**src/rtl/imem_program_loader.sv**
```systemverilog
// Writer side of the SPU_Lite instruction memory: packs a big-endian byte stream
// into 32-bit words, zero-fills the remainder and holds the core until complete.
module imem_program_loader #(
   parameter int DEPTH_BYTES = 1024,
   parameter int LEN_W       = 11,
   parameter int WADDR_W     = 8
) (
   input  logic               clk,
   input  logic               reset,
   input  logic               start,
   input  logic [LEN_W-1:0]   len,
   input  logic               in_valid,
   input  logic [0:7]         in_data,
   output logic               in_ready,
   output logic               wr_en,
   output logic [WADDR_W-1:0] wr_addr,
   output logic [0:31]        wr_data,
   output logic               busy,
   output logic               done,
   output logic               core_hold,
   output logic               err_len,
   output logic [1:0]         dbg_state_o
);

   localparam int DEPTH_WORDS = DEPTH_BYTES / 4;
   localparam logic [WADDR_W:0] LAST_WORD = (WADDR_W+1)'(DEPTH_WORDS - 1);
   localparam logic [WADDR_W:0] ALL_WORDS = (WADDR_W+1)'(DEPTH_WORDS);

   typedef enum logic [1:0] {S_IDLE = 2'd0, S_LOAD = 2'd1, S_FILL = 2'd2, S_DONE = 2'd3} state_t;

   state_t             state_q, state_d;
   logic [LEN_W-1:0]   len_q, len_d;
   logic [LEN_W-1:0]   byte_cnt_q, byte_cnt_d;
   logic [WADDR_W:0]   words_q, words_d;
   logic [0:31]        word_q, word_d;
   logic [0:31]        word_nxt;
   logic               wr_en_q, wr_en_d;
   logic [WADDR_W-1:0] wr_addr_q, wr_addr_d;
   logic [0:31]        wr_data_q, wr_data_d;
   logic               busy_q, busy_d;
   logic               done_q, done_d;
   logic               core_hold_q, core_hold_d;
   logic               err_len_q, err_len_d;

   logic len_too_big;
   logic byte_xfer;
   logic last_byte;

   // Handshake: a byte moves on a rising edge when in_valid && in_ready; in_ready
   // is decoded from state and counters only, so it never waits on in_valid.
   assign in_ready    = (state_q == S_LOAD) && (byte_cnt_q != len_q);
   assign byte_xfer   = in_ready && in_valid;
   assign last_byte   = (byte_cnt_q + LEN_W'(1)) == len_q;
   assign len_too_big = len > LEN_W'(DEPTH_BYTES);

   always_ff @(posedge clk) begin
      if (reset) state_q <= S_IDLE;
      else       state_q <= state_d;
   end

   always_comb begin
      state_d = state_q;
      case (state_q)
         S_IDLE: if (start && !len_too_big) state_d = (len == '0) ? S_FILL : S_LOAD;
         S_LOAD: if (byte_xfer && last_byte) state_d = S_FILL;
         S_FILL: if (words_q == ALL_WORDS || words_q == LAST_WORD) state_d = S_DONE;
         S_DONE: state_d = S_IDLE;
         default: state_d = S_IDLE;
      endcase
   end

   always_comb begin
      len_d       = len_q;
      byte_cnt_d  = byte_cnt_q;
      words_d     = words_q;
      word_d      = word_q;
      word_nxt    = word_q;
      wr_en_d     = 1'b0;
      wr_addr_d   = wr_addr_q;
      wr_data_d   = wr_data_q;
      err_len_d   = 1'b0;
      busy_d      = (state_d == S_LOAD) || (state_d == S_FILL);
      done_d      = (state_d == S_DONE);
      core_hold_d = core_hold_q;
      if (state_d == S_DONE)     core_hold_d = 1'b0;
      else if (busy_d)           core_hold_d = 1'b1;

      case (state_q)
         S_IDLE: begin
            if (start) begin
               if (len_too_big) begin
                  err_len_d = 1'b1;
               end else begin
                  len_d      = len;
                  byte_cnt_d = '0;
                  words_d    = '0;
                  word_d     = '0;
                  wr_addr_d  = '0;
               end
            end
         end
         S_LOAD: begin
            if (byte_xfer) begin
               byte_cnt_d = byte_cnt_q + LEN_W'(1);
               case (byte_cnt_q[1:0])
                  2'd0:    word_nxt[0:7]   = in_data;
                  2'd1:    word_nxt[8:15]  = in_data;
                  2'd2:    word_nxt[16:23] = in_data;
                  default: word_nxt[24:31] = in_data;
               endcase
               // Unused lanes of a trailing partial word are already zero because
               // the assembly register is cleared after every write.
               if (byte_cnt_q[1:0] == 2'd3 || last_byte) begin
                  wr_en_d   = 1'b1;
                  wr_addr_d = words_q[WADDR_W-1:0];
                  wr_data_d = word_nxt;
                  words_d   = words_q + (WADDR_W+1)'(1);
                  word_d    = '0;
               end else begin
                  word_d = word_nxt;
               end
            end
         end
         S_FILL: begin
            if (words_q != ALL_WORDS) begin
               wr_en_d   = 1'b1;
               wr_addr_d = words_q[WADDR_W-1:0];
               wr_data_d = '0;
               words_d   = words_q + (WADDR_W+1)'(1);
            end
         end
         default: ;
      endcase
   end

   always_ff @(posedge clk) begin
      if (reset) begin
         len_q       <= '0;
         byte_cnt_q  <= '0;
         words_q     <= '0;
         word_q      <= '0;
         wr_en_q     <= 1'b0;
         wr_addr_q   <= '0;
         wr_data_q   <= '0;
         busy_q      <= 1'b0;
         done_q      <= 1'b0;
         core_hold_q <= 1'b1;
         err_len_q   <= 1'b0;
      end else begin
         len_q       <= len_d;
         byte_cnt_q  <= byte_cnt_d;
         words_q     <= words_d;
         word_q      <= word_d;
         wr_en_q     <= wr_en_d;
         wr_addr_q   <= wr_addr_d;
         wr_data_q   <= wr_data_d;
         busy_q      <= busy_d;
         done_q      <= done_d;
         core_hold_q <= core_hold_d;
         err_len_q   <= err_len_d;
      end
   end

   assign wr_en       = wr_en_q;
   assign wr_addr     = wr_addr_q;
   assign wr_data     = wr_data_q;
   assign busy        = busy_q;
   assign done        = done_q;
   assign core_hold   = core_hold_q;
   assign err_len     = err_len_q;
   assign dbg_state_o = state_q;

endmodule

```
**config.mk**
```make
export PLATFORM = sky130hd
export DESIGN_NAME = imem_program_loader
export DESIGN_NICKNAME = d
export VERILOG_FILES = /design/src/rtl/imem_program_loader.sv
export SDC_FILE = /design/constraint.sdc
export NUM_CORES = 1
export LEC_CHECK = 0
export ABC_AREA = 1
export BUFFER_PORTS_ARGS = -buffer_cell sky130_fd_sc_hd__buf_2
export CORE_MARGIN = 2
export CORE_UTILIZATION = 53
export DETAILED_ROUTE_END_ITERATION = 12
export GPL_ROUTABILITY_DRIVEN = 0
export PLACE_DENSITY = 0.83
export SLEW_MARGIN = 10
export SYNTH_ARGS = -nofsm -noshare
export SYNTH_HDL_FRONTEND = slang
export SYNTH_SLANG_ARGS = --single-unit
```
**constraint.sdc**
```tcl
create_clock -name clk -period 2.15 [get_ports clk]
set_input_delay 0.215 -clock clk [delete_from_list [all_inputs] [get_ports clk]]
set_output_delay 0.215 -clock clk [all_outputs]
set_load 0.01 [all_outputs]
```
# After elaboration in Yosys (flattened, before gate mapping)
# Index checks and enable logic that the tools add are counted.
dict set report op_classes {
  mux 41
  n_reduce_logical 21
  n_lt_le_gt_ge 1
  n_bitwise 3
  n_addsub 2
  n_eq_ne 19
}
# operator count
set ops {}
lappend ops {{2-to-1 mux 32 bit} 7}
lappend ops {{one-hot mux 32 bit (2 select lines)} 2}
lappend ops {{2-to-1 mux 8 bit} 9}
lappend ops {{2-to-1 mux 9 bit} 5}
lappend ops {{2-to-1 mux 11 bit} 3}
lappend ops {{one-hot mux 9 bit (3 select lines)} 1}
lappend ops {{one-hot mux 8 bit (3 select lines)} 1}
lappend ops {{one-hot mux 11 bit (2 select lines)} 1}
lappend ops {{== test 2 bit, second input constant} 6}
lappend ops {{adder 11 x 1 -> 11 bit, second input constant} 1}
lappend ops {{== test 11 bit} 1}
lappend ops {{> comparator 11 bit, second input constant} 1}
lappend ops {{logical NOT 11 bit} 1}
lappend ops {{inequality test 11 bit} 1}
lappend ops {{adder 9 x 1 -> 9 bit, second input constant} 1}
lappend ops {{== test 9 x 8 -> 1 bit, second input constant} 1}
lappend ops {{== test 9 bit, second input constant} 1}
lappend ops {{inequality test 9 bit, second input constant} 1}
lappend ops {{2-to-1 mux 2 bit} 4}
lappend ops {{inequality test 2 bit, second input constant} 4}
lappend ops {{one-hot mux 2 bit (4 select lines)} 1}
lappend ops {{AND reduction 4 bit} 2}
lappend ops {{== test 2 x 1 -> 1 bit, second input constant} 3}
lappend ops {{2-to-1 mux 1 bit} 6}
lappend ops {{other kinds (12)} 23}
dict set report totals {
  elab_cells 99
  output_inout_bits 48
  regBits 110
  inputBits 23
}

# Logic depth before layout (Yosys ltp)
dict set report logic_depth {
  word_depth 10
  depth_mapped 19
  mapped_depth_nobuf 19
}

# Least setup slack after synthesis
# OpenSTA, ideal clock, no wires.
dict set report synth_path {
  kind {register -> register}
  startpoint {reg byte_cnt_q[0]}
  endpoint {reg core_hold_q (netlist: core_hold)}
  arrival_time_ps 1991
  stages_incl_launch_ff 19
  path_buffers 0
  required_ps 2027
  setup_ps 123
  period_less_slack_ps 2114
  slack_ps 36
  path_cell_list {dfxtp_1 > inv_1 > ha_1 > inv_1 > nand2_1 > nand2_1 > nor2_1 > nand3_1 > nor2_1 > nand2_1 > nor2_1 > nand3_1 > nand2_1 > nand2_1 > nand3_1 > nand2_1 > ha_1 > a21oi_1 > o21ai_0}
}
dict set report synth_via {
  elab_chain_cells 9
  word_cells_on_any_way 14
  cone_classes {1 x add/sub; 5 x eq/ne; 3 x mux; 5 x reduce/logical}
}
# element line_no
set synth_rtl {}
lappend synth_rtl {{from (decl)} 33} ;# logic [LEN_W-1:0] byte_cnt_q, byte_cnt_d;
lappend synth_rtl {{from (signal assigned)} 151} ;# byte_cnt_q <= byte_cnt_d;
lappend synth_rtl {{parallel branches: the longest is 3 deep, another holds adder 11 x 1 -> 11 bit} --}
lappend synth_rtl {{logical AND 1 bit (*)} 65} ;# S_LOAD: if (byte_xfer && last_byte) state_d = S_FILL;
lappend synth_rtl {{2-to-1 mux 2 bit (*)} 65}
lappend synth_rtl {{one-hot mux 2 bit (4 select lines) (*)} 63} ;# case (state_q)
lappend synth_rtl {{== test 2 x 1 -> 1 bit / == test 2 bit (equally long branches)} 82} ;# busy_d = (state_d == S_LOAD) || (state_d == S_FILL);
lappend synth_rtl {{logical OR 1 bit} 82}
lappend synth_rtl {{nonzero test 2 bit (no line)} --}
lappend synth_rtl {{to (signal assigned)} 159} ;# core_hold_q <= core_hold_d;
lappend synth_rtl {{to (decl)} 42} ;# logic core_hold_q, core_hold_d;
# Mark *: on every way between the ends.
# A chain may end at the register's enable or synchronous reset.

# Final worst setup path
dict set report layout_path {
  startpoint {reg byte_cnt_q[1]}
  endpoint {reg core_hold_q (netlist: core_hold)}
}
# Same word-level chain as after synthesis.

==> impl_metrics.env <==
export IMPL_dp_cells=1116
export IMPL_crit_path_start_kind="register"
export IMPL_detail_route_drc_violations=0
export IMPL_power_switching_mw=2.54
export IMPL_max_freq_ghz=0.442
export IMPL_max_slew_margin_pct=63.2
export IMPL_core_rowCount=38
export IMPL_die_area_sq_mm=0.0120
export IMPL_status="finished with violations"
export IMPL_post_synth_xor_area_fraction_pct=1.34
export IMPL_num_nets_final=1030
export IMPL_clk_root_buffer_cell="sky130_fd_sc_hd__clkbuf_8"
export IMPL_detail_route_antenna_nets=0
export IMPL_drt_first_pass_iters=5
export IMPL_pin_count=71
export IMPL_synth_cell_area_sq_mm=0.00589
export IMPL_ff2ff_setup_slack_ps=-110
export IMPL_die_height_um=109
export IMPL_worst_min_path_start="len[5]"
export IMPL_crit_required_ps=2420
export IMPL_power_share_clock_pct=18.5
export IMPL_cts_buffers=9
export IMPL_reg2reg_from="byte_cnt_q[1]"
export IMPL_netSwitchingFraction_pct=39.0
export IMPL_hold_end="len_q[5]"
export IMPL_num_vias=5800
export IMPL_wl_um=14300
export IMPL_critical_path_max_stage_delay_ps=410
export IMPL_synth_fa_ha_area_share_pct=2.97
export IMPL_hold_violations=0
export IMPL_startpoint="byte_cnt_q[1]"
export IMPL_synth_seq_cells=110
export IMPL_critPathMaxFanout=4
export IMPL_clock_tree_buffer_depth=2
export IMPL_number_of_hold_repair_buffers_added_at_the_cts_stage=0
export IMPL_cp_buf_inv_count=2
export IMPL_grt_overflow_total=0
export IMPL_synthCells=903
export IMPL_grt_pass1_vias=5348
export IMPL_drt_first_iter_violations=381
export IMPL_crit_type="reg2reg"
export IMPL_grt_util_overall_pct=24.7
export IMPL_power_ir_vdd_worst_v=0.000673
export IMPL_stdcell_area_sq_mm=0.00699
export IMPL_slew_viol_final=0
export IMPL_layout_filler_cells=962
export IMPL_port_buffers=70
export IMPL_critPathSlowestCell="sky130_fd_sc_hd__dfxtp_4"
export IMPL_clock_sinks=110
export IMPL_rsz0062_at_grt="true"
export IMPL_path_common_cell="sky130_fd_sc_hd__nand2_1"
export IMPL_power_per_cell_area_mw_per_mm2=933
export IMPL_finalWorstPathRequiredPeriod_ps=2260
export IMPL_netlist_cell_type_count=25
export IMPL_stdcell_count=1138
export IMPL_grt_start_max_net_pins=48
export IMPL_grt_first_pass_wirelength_um=23800
export IMPL_synth_net_count=940
export IMPL_layout_cells_most_common_list="274 x sky130_fd_sc_hd__nand2_1, 108 x sky130_fd_sc_hd__inv_1, 105 x sky130_fd_sc_hd__dfxtp_1"
export IMPL_power_combinational_fraction_pct=42.5
export IMPL_drt_wirelength_per_cell_um=12.5
export IMPL_initial_cell_density_of_the_core_pct=54.4
export IMPL_r2r_cells=18
export IMPL_power_sequential_fraction_pct=39.1
export IMPL_cts_reportedPaths_clkPinSlew_ps=110
export IMPL_cpLargestDelayFamily="simple AND/OR/NAND/NOR gates"
export IMPL_core_sq_mm=0.0108
export IMPL_synth_seq_area_share_pct=37.4
export IMPL_syn_to_final_growth_pct=18.6
export IMPL_timing_final_crit_share_pct=105
export IMPL_crit_reg_reg_endpoint="core_hold"
export IMPL_tightestPinTransition_ps=552
export IMPL_final_core_util_pct=64.5
export IMPL_tritoncts="built"
export IMPL_violations="negative setup slack"
export IMPL_dpl_cell_area_sq_mm=0.00665
export IMPL_placement_setup_worst_slack_ps=-125
export IMPL_drv_cap=0
export IMPL_path_cells="inv_4 > ha_4 > inv_2 > nand2_2 > nand2_1 > nor2_1 > nand3_1 > nor2_2 > nand2_1 > nor2_1 > nand3_1 > nand2_1 > nand2_1 > nand3_1 > nand2_2 > ha_4 > a21oi_1 > o21ai_1"
export IMPL_route_detailed_vias_per_inst=5.10
export IMPL_die_w_um=109
export IMPL_p_leak_nw=3.43
export IMPL_antenna_cells=0
export IMPL_fin_setup_tns_ps=-371
export IMPL_largest_family_of_logic_cells_by_synthesized_area="simple AND/OR/NAND/NOR gates"
export IMPL_timing_final_ws_setup_ps=-114
export IMPL_synth_compound_gate_area_share_pct=9.64
export IMPL_setup_viol=6
export IMPL_synthesis_yosys_warnings=0
export IMPL_setup_worst_path_end_class="register"
export IMPL_worst_hold_path_num_cells=3
export IMPL_layout_commonest_cell="sky130_fd_sc_hd__nand2_1"
export IMPL_insertion_delay_ps=390
export IMPL_ctsHtreeMaxLevel=3
export IMPL_skew_ps=15.2
export IMPL_grt_antenna_before_repair=0
export IMPL_yosys_area_share_simple_pct=32.4
export IMPL_post_synth_mux_area_share_pct=4.59
export IMPL_timing_hold_worst_class="in2reg"
export IMPL_place_hpwl_um=9780
export IMPL_drive_above_1_share_pct=20.8
export IMPL_synthesis_area_per_instance_sq_um=6.52
export IMPL_critical_path_arrival_ps=2530
export IMPL_power_report_internal_total_mw=3.98
## kinds of logic after synthesis
| group | Yosys count |
|---|---|
| flops | 110 |
| fa+ha+maj | 14 |
| xor+xnor | 9 |
| mux | 24 |
| simple gates | 461 |
| compound gates | 113 |
| buf+inv | 172 |
## sequential cells by signal, indices dropped and copies added, names as in the netlist, 2 cells and up
| signal | count |
|---|---|
| words_q | 9 |
| len_q | 11 |
| dbg_state_o | 2 |
| byte_cnt_q | 11 |
| wr_data | 32 |
| word_q | 32 |
| wr_addr | 8 |
## power by group through the flow
stage	logic (mW)	registers [mW]	clock network (mW)
6_report	2.77	2.55	1.21
5_1_grt	3.13	2.58	1.31
4_1_cts	2.64	2.54	1.24
3_5_place_dp	2.57	2.58	0
3_3_place_gp	2.53	2.57	0
2_1_floorplan	1.65	2.66	0
## what timing repair did
| item | in CTS | in global routing |
|---|---|---|
| pin swaps | 3 | 10 |
| setup buffers | 1 | 5 |
| setup endpoints to repair | 65 | 97 |
| resized for setup | 13 | 28 |
| hold endpoints to repair | 0 | 0 |
| cloned | 0 | 1 |
## synth_stat cells
| library cell | count | share of area [%] |
|---|---|---|
| sky130_fd_sc_hd__nand2_1 | 278 | 18 |
| sky130_fd_sc_hd__inv_1 | 113 | 7.2 |
| sky130_fd_sc_hd__dfxtp_1 | 110 | 37 |
| sky130_fd_sc_hd__nor2_1 | 88 | 5.6 |
| sky130_fd_sc_hd__a21oi_1 | 81 | 6.9 |
| sky130_fd_sc_hd__nand3_1 | 58 | 4.9 |
| sky130_fd_sc_hd__o21ai_0 | 30 | 2.5 |
| sky130_fd_sc_hd__clkbuf_1 | 28 | 1.8 |
| sky130_fd_sc_hd__mux2_2 | 24 | 4.6 |
| sky130_fd_sc_hd__nand4_1 | 22 | 2.3 |
| sky130_fd_sc_hd__buf_2 | 15 | 1.3 |
| sky130_fd_sc_hd__ha_1 | 14 | 3.0 |
| sky130_fd_sc_hd__inv_2 | 10 | 0.64 |
| sky130_fd_sc_hd__xor2_1 | 9 | 1.3 |
| sky130_fd_sc_hd__nand3_2 | 4 | 0.68 |
| sky130_fd_sc_hd__nor3_1 | 4 | 0.34 |
| sky130_fd_sc_hd__buf_6 | 3 | 0.57 |
| sky130_fd_sc_hd__nor2_2 | 3 | 0.32 |
| sky130_fd_sc_hd__clkinv_1 | 2 | 0.13 |
| sky130_fd_sc_hd__nand2_2 | 2 | 0.21 |
| sky130_fd_sc_hd__buf_1 | 1 | 0.064 |
| sky130_fd_sc_hd__nor2_4 | 1 | 0.19 |
| sky130_fd_sc_hd__o21ai_1 | 1 | 0.085 |
| sky130_fd_sc_hd__o21bai_1 | 1 | 0.13 |
| sky130_fd_sc_hd__or2_2 | 1 | 0.11 |
## metrics by stage
step | hold slack, ps | power [mW]
final | 68.6 | 6.52
after global routing | 77.4 | 7.02
after CTS | 54.6 | 6.41
after detailed placement | 451 | 5.15
after global placement | 448 | 5.10
after floorplan | 357 | 4.31
## layout make-up
class / count / area, sq um / area share [%]
Multi-Input combinational cell: 621 / 3070 / 44.0
Sequential cell: 110 / 2220 / 31.7
Timing Repair Buffer: 126 / 865 / 12.4
Inverter: 125 / 474 / 6.79
Tap cell: 140 / 175 / 2.51
Clock buffer: 12 / 155 / 2.22
Clock inverter: 4 / 30.0 / 0.430
## routing by layer
metal	vias to the layer above	track usage, %	part of all wire, %
met1	2637	31.9	45
met3	17	4.39	5.5
li1	2988	-	-
met5	-	0	0
met4	0	7.05	1.3
met2	158	42.2	48
## worst min-delay path, delay by kind of cell
| family | cells | cell delay, ps |
|---|---|---|
| buf+inv | 2 | 160 |
| compound gates | 1 | 50 |
## worst max-delay path by stage
stage | slack [ps] | end | depth (start not counted)
after floorplan | 40 | core_hold | 18
after global placement | -40 | core_hold | 18
after detailed placement | -130 | core_hold | 18
after CTS | -2 | wr_data[8] | 13
after global routing | -240 | busy | 19
final | -110 | core_hold | 18
Power figures use the tool's default switching activity.
